===== src/rtl/spi_fsm_pkg.sv =====
// Shared definitions for the SPI slave control FSM: state encoding, control
// strobe bundle and the per-state output decode.
package spi_fsm_pkg;

    localparam int unsigned DEFAULT_WIDTH = 8;

    typedef enum logic [2:0] {
        IDLE        = 3'd0,
        GET_ADDR    = 3'd1,
        GOT_ADDR    = 3'd2,
        READ_LOAD   = 3'd3,
        READ_SHIFT  = 3'd4,
        WRITE_GET   = 3'd5,
        WRITE_STORE = 3'd6,
        DONE        = 3'd7
    } stateT;

    typedef struct packed {
        logic addrLatchEn;
        logic srLoad;
        logic dmWriteEn;
        logic misoBufEn;
    } ctrlT;

    function automatic ctrlT decodeCtrl(stateT s);
        ctrlT c;
        c = '0;
        case (s)
            GOT_ADDR:    c.addrLatchEn = 1'b1;
            READ_LOAD:   begin
                c.srLoad    = 1'b1;
                c.misoBufEn = 1'b1;
            end
            READ_SHIFT:  c.misoBufEn   = 1'b1;
            WRITE_STORE: c.dmWriteEn   = 1'b1;
            default:     ;
        endcase
        return c;
    endfunction

endpackage


===== src/rtl/spi_fsm_if.sv =====
// Edge pulses and chip select from the input conditioners, control strobes
// out to the SPI slave datapath.
interface spi_fsm_if;
    logic sclkPosEdge;
    logic sclkNegEdge;
    logic csConditioned;
    logic rwBit;
    logic addrLatchEn;
    logic srLoad;
    logic dmWriteEn;
    logic misoBufEn;

    modport master (
        output sclkPosEdge, sclkNegEdge, csConditioned, rwBit,
        input  addrLatchEn, srLoad, dmWriteEn, misoBufEn
    );

    modport slave (
        input  sclkPosEdge, sclkNegEdge, csConditioned, rwBit,
        output addrLatchEn, srLoad, dmWriteEn, misoBufEn
    );
endinterface


===== src/rtl/spi_fsm_bit_counter.sv =====
// Saturating bit counter for one SPI phase; terminal flags the last bit.
module spi_fsm_bit_counter #(
    parameter int unsigned width = 8
) (
    input  logic                         clk,
    input  logic                         clear,
    input  logic                         inc,
    output logic [$clog2(width + 1)-1:0] count,
    output logic                         terminal
);
    localparam int unsigned CW = $clog2(width + 1);
    localparam logic [CW-1:0] LAST = CW'(width - 1);

    assign terminal = (count == LAST);

    always_ff @(posedge clk) begin
        if (clear) begin
            count <= '0;
        end else if (inc && !terminal) begin
            count <= count + 1'b1;
        end
    end
endmodule


===== src/rtl/spi_fsm.sv =====
// SPI slave control FSM: address byte with R/W flag, then one read or write
// data byte, all within a single chip-select assertion.
module spi_fsm
    import spi_fsm_pkg::*;
#(
    parameter int unsigned width = DEFAULT_WIDTH
) (
    input logic  clk,
    input logic  reset,
    spi_fsm_if.slave bus
);
    localparam int unsigned CW = $clog2(width + 1);

    stateT          state;
    ctrlT           ctrl;
    logic [CW-1:0]  count;
    logic           terminal;
    logic           counting;
    logic           bitEdge;
    logic           cntClear;
    logic           cntInc;

    // Only the edge that matters to the current phase is seen; the counter is
    // held clear outside counting states so every counting state starts at 0.
    always_comb begin
        counting = 1'b0;
        bitEdge  = 1'b0;
        case (state)
            GET_ADDR, WRITE_GET: begin
                counting = 1'b1;
                bitEdge  = bus.sclkPosEdge;
            end
            READ_SHIFT: begin
                counting = 1'b1;
                bitEdge  = bus.sclkNegEdge;
            end
            default: ;
        endcase
        cntClear = reset | bus.csConditioned | ~counting | (bitEdge & terminal);
        cntInc   = counting & bitEdge & ~terminal;
    end

    spi_fsm_bit_counter #(.width(width)) bitCounter (
        .clk      (clk),
        .clear    (cntClear),
        .inc      (cntInc),
        .count    (count),
        .terminal (terminal)
    );

    always_ff @(posedge clk) begin
        if (reset) begin
            state <= IDLE;
            ctrl  <= '0;
        end else if (state != IDLE && bus.csConditioned) begin
            state <= IDLE;
            ctrl  <= '0;
        end else begin
            ctrl <= decodeCtrl(state);
            case (state)
                IDLE: begin
                    if (!bus.csConditioned) begin
                        state <= GET_ADDR;
                        ctrl  <= decodeCtrl(GET_ADDR);
                    end
                end
                GET_ADDR: begin
                    if (bitEdge && terminal) begin
                        state <= GOT_ADDR;
                        ctrl  <= decodeCtrl(GOT_ADDR);
                    end
                end
                GOT_ADDR: begin
                    if (bus.rwBit) begin
                        state <= READ_LOAD;
                        ctrl  <= decodeCtrl(READ_LOAD);
                    end else begin
                        state <= WRITE_GET;
                        ctrl  <= decodeCtrl(WRITE_GET);
                    end
                end
                READ_LOAD: begin
                    state <= READ_SHIFT;
                    ctrl  <= decodeCtrl(READ_SHIFT);
                end
                READ_SHIFT: begin
                    if (bitEdge && terminal) begin
                        state <= DONE;
                        ctrl  <= decodeCtrl(DONE);
                    end
                end
                WRITE_GET: begin
                    if (bitEdge && terminal) begin
                        state <= WRITE_STORE;
                        ctrl  <= decodeCtrl(WRITE_STORE);
                    end
                end
                WRITE_STORE: begin
                    state <= DONE;
                    ctrl  <= decodeCtrl(DONE);
                end
                default: ;
            endcase
        end
    end

    always_ff @(posedge clk) begin
        if (!reset) begin
            assert (count < CW'(width));
        end
    end

    assign bus.addrLatchEn = ctrl.addrLatchEn;
    assign bus.srLoad      = ctrl.srLoad;
    assign bus.dmWriteEn   = ctrl.dmWriteEn;
    assign bus.misoBufEn   = ctrl.misoBufEn;
endmodule


===== src/flat_wrapper.sv =====
// flat-port wrapper written by rule: the top's interface ports become plain ports
module spi_fsm_flat import spi_fsm_pkg::*;
#(
    parameter int unsigned width = DEFAULT_WIDTH
)
  (clk, reset, bus_sclkPosEdge, bus_sclkNegEdge, bus_csConditioned, bus_rwBit, bus_addrLatchEn, bus_srLoad, bus_dmWriteEn, bus_misoBufEn);
  spi_fsm_if bus_i ();
  input logic clk;
  input logic reset;
  input wire logic [$bits(bus_i.sclkPosEdge)-1:0] bus_sclkPosEdge;
  input wire logic [$bits(bus_i.sclkNegEdge)-1:0] bus_sclkNegEdge;
  input wire logic [$bits(bus_i.csConditioned)-1:0] bus_csConditioned;
  input wire logic [$bits(bus_i.rwBit)-1:0] bus_rwBit;
  output wire logic [$bits(bus_i.addrLatchEn)-1:0] bus_addrLatchEn;
  output wire logic [$bits(bus_i.srLoad)-1:0] bus_srLoad;
  output wire logic [$bits(bus_i.dmWriteEn)-1:0] bus_dmWriteEn;
  output wire logic [$bits(bus_i.misoBufEn)-1:0] bus_misoBufEn;
  assign bus_i.sclkPosEdge = bus_sclkPosEdge;
  assign bus_i.sclkNegEdge = bus_sclkNegEdge;
  assign bus_i.csConditioned = bus_csConditioned;
  assign bus_i.rwBit = bus_rwBit;
  assign bus_addrLatchEn = bus_i.addrLatchEn;
  assign bus_srLoad = bus_i.srLoad;
  assign bus_dmWriteEn = bus_i.dmWriteEn;
  assign bus_misoBufEn = bus_i.misoBufEn;
  spi_fsm #(.width(width)) u_core (.clk(clk), .reset(reset), .bus(bus_i));
endmodule

===== config.mk =====
export PLATFORM = sky130hd
export DESIGN_NAME = spi_fsm_flat
export DESIGN_NICKNAME = d
export VERILOG_FILES = /design/src/rtl/spi_fsm_pkg.sv /design/src/rtl/spi_fsm_if.sv /design/src/rtl/spi_fsm_bit_counter.sv /design/src/rtl/spi_fsm.sv /design/src/flat_wrapper.sv
export SDC_FILE = /design/constraint.sdc
export NUM_CORES = 1
export LEC_CHECK = 0
export BUFFER_PORTS_ARGS = -buffer_cell sky130_fd_sc_hd__buf_2
export CAP_MARGIN = 20
export CORE_MARGIN = 3
export CORE_UTILIZATION = 35
export CTS_CLUSTER_DIAMETER = 100
export DETAILED_ROUTE_END_ITERATION = 7
export HOLD_SLACK_MARGIN = 0.06
export PLACE_DENSITY = 0.6
export SYNTH_ARGS = -nofsm -noshare
export SYNTH_HDL_FRONTEND = slang
export SYNTH_HIERARCHICAL = 1
export SYNTH_SLANG_ARGS = --single-unit

===== constraint.sdc =====
create_clock -name clk -period 2.7 [get_ports clk]
set_clock_uncertainty 0.15 [all_clocks]
set_input_delay 0 -clock clk [delete_from_list [all_inputs] [get_ports clk]]
set_output_delay 0 -clock clk [all_outputs]
set_load 0.005 [all_outputs]

==> flow_summary.yaml <==
outcome:
  status: "completed"
setup_path:
  cp_data_arrival_time_ns: 2.36
  critical_path_class: "reg2reg"
  timing.critical_path.required_ns: 2.71
  crit_fanout: 8
  end_kind: "flip-flop"
  critical_path.startpoint_type: "flip-flop"
clock_network:
  cts_htree_levels: 1
  cts_inserted_buffers: 3
  clkSinkCount: 11
  insertion_delay_ns: 0.26
  cts_tree: "done"
  cts.repair.resized: 0
  clk_root_buffer_cell: "sky130_fd_sc_hd__clkbuf_4"
  clk_pin_slew_ns: 0.07
  max_clock_buf_depth: 2
layout:
  most_frequent_standard_cell_in_the_layout_excluding_fill_and_tap_cells: "sky130_fd_sc_hd__dfxtp_1"
  finish.net_count: 84
  final_cell_count_no_fill: 91
  most-common-layout-cells: "11 x sky130_fd_sc_hd__dfxtp_1, 9 x sky130_fd_sc_hd__buf_2, 7 x sky130_fd_sc_hd__dlygate4sd3_1"
  drive_above_1_share_pct: 25.00
  area.growth.synth_to_final_pct: 24.89
  antenna_cells: 0
grt:
  first_global_vias: 391
  grt_pass1_wl_um: 1662
  grt-ovfl-total: 0
  number_of_antenna_violations_at_the_first_check_in_global_routing: 0
  grt_max_degree: 10
  grt_use_total_pct: 11.10
sta:
  total_setup_violations_reported_at_the_end_of_the_flow: 0
  setup_total_negative_slack_ns: 0
  hold_ws_ns: 0.07247
  minimum_period_implied_by_the_final_worst_setup_slack_ns: 2.348
  setup_repair_after_global_routing_missed_its_margin: "no"
  hold_viol_final: 0
  achievable-frequency_mhz: 425.9
  layout_worst_path_cycle_share_pct: 86.97
  maxSlewHeadroom_pct: 71.80
  slew_of_the_pin_with_the_lowest_slew_margin_ns: 0.4211
  final-max-slew-violation-count: 0
place:
  hpwl_um: 738.1
  place_inst: 80
  io_port_bufs: 9
  place_congestion: 0.7231
run:
  maxCapViolations: 0
logic_synthesis:
  yosysWarnings: 6
  yosys.area.top_type_share_pct: 39.82
  ys_seq_area_share_pct: 39.82
  synthesis.area_um2: 553.0
  asyncSetResetFlopFracSynth_pct: 0
  ys_top_cells_by_area: "sky130_fd_sc_hd__dfxtp_1 40%, sky130_fd_sc_hd__nor2b_1 4.5%, sky130_fd_sc_hd__buf_6 4.1%, sky130_fd_sc_hd__o31ai_4 3.8%, sky130_fd_sc_hd__a21oi_1 3.6%"
  synth_seq_cells: 11
  postSynthAreaPerCell_um2: 9.535
  synthesis.nets: 65
  synth_area_leader_cell: "sky130_fd_sc_hd__dfxtp_1"
  post_synth_num_cell_types: 31
  syn-instance-count: 58
  synth_edf_count: 0
  ys_dominant_reg_cell: "sky130_fd_sc_hd__dfxtp_1"
drt:
  first_iter_violations: 22
  detailroute.via_count: 470
  post_drt_via_cell_ratio: 5.165
  detail-route-antenna-nets: 0
  totalWireLength_um: 1001
  drc: 0
  drtPass1Iterations: 4
  wl_per_cell_um: 11.00
die:
  core_um2: 1383
  die_height_um: 45.75
  total_die_area_um2: 2093
  placementRows: 13
  io_pins: 10
  initial_utilization_pct: 40.00
  die_w_um: 45.75
pwr:
  pwr_cell_area_nw_per_um2: 436.1
  leakage_nw: 0.2745
  ir_drop_mv: 0.1599
hold_path:
  worst_hold_path_type: "in2reg"
-- path summary, 6_finish.rpt --
check,start,endpoint,slack (ns),cells past startpoint
min reg2reg,u_core/bitCounter/count[3],u_core/bitCounter/count[3],0.34,2
min,bus_sclkPosEdge,u_core/bus.dmWriteEn,0.07,4
max reg2reg,u_core/state[1],u_core/state[0],0.35,5
max,u_core/state[1],u_core/state[0],0.35,5
-- critical path, cell delays in order, from the launching register on --
cell	delay, ns
sky130_fd_sc_hd__dfxtp_1	0.52
sky130_fd_sc_hd__nor2b_1	0.21
sky130_fd_sc_hd__a211oi_1	0.08
sky130_fd_sc_hd__dlygate4sd3_1	0.57
sky130_fd_sc_hd__and3_1	0.18
sky130_fd_sc_hd__dlygate4sd3_1	0.54
-- kinds of logic after synthesis --
logic type / synth area share, %
buffers and inverters: 6.788
and+or+nand+nor: 28.96
AOI/OAI and AO/OA: 18.33
adders and majority gates: 2.262
muxes: 3.846
DFF: 39.82
-- cells in the mapped netlist (all sizes together), types with 2 or more instances --
| cell type | n |
|---|---|
| a21oi | 4 |
| buf | 3 |
| dfxtp | 11 |
| inv | 2 |
| nand2 | 2 |
| nand2b | 5 |
| nor2 | 4 |
| nor2b | 4 |
| nor3 | 4 |
-- state kept, by name (all words and copies together), names as in the netlist --
name                     cells
u_core/bus.misoBufEn         1
u_core/bus.dmWriteEn         1
u_core/bitCounter/count      4
u_core/state                 3
u_core/bus.addrLatchEn       1
u_core/bus.srLoad            1
-- power breakdown --
group          switching, mW  leakage, nW  total (mW)  internal [mW]
combinational        0.00957        0.171      0.0238         0.0143
clock                 0.0551       0.0150       0.112         0.0571
sequential           0.00225       0.0888       0.165          0.163
total                 0.0669        0.275       0.301          0.234
-- timing repair --
action / in CTS / in global routing
setup buffers: 0 / 0
hold endpoints to repair: 8 / 0
hold buffers: 7 / 0
-- final cells by class --
type,instances,area (µm²)
repair buffers,17,122.6
clock buffers,4,26.28
fillers,133,691.9
flip-flops and latches,11,220.2
multi-input cells,42,295.3
well taps,15,18.77
inverters,2,7.507
-- through the flow --
stage / util (%) / setup WS (ns) / instance area (µm²) / total power [mW]
global placement: 42.99 / 0.7411 / 594.3 / 0.1864
CTS: 49.95 / 0.3657 / 690.7 / 0.3040
global route: 49.95 / 0.2331 / 690.7 / 0.3176
detailed placement: 42.99 / 0.6750 / 594.3 / 0.1865
floorplan: - / 0.8148 / 553.0 / 0.1807
finish: 49.95 / 0.3519 / 690.7 / 0.3012
-- layer usage --
metal,GRT usage [%],vias up,part of all wire (%)
li1,-,245,-
met1,16.19,212,52
met2,13.65,11,39
met3,4.743,2,6.6
met4,5.114,0,1.3
met5,0,-,0
Note: power is estimated with default switching activity, not from simulation.
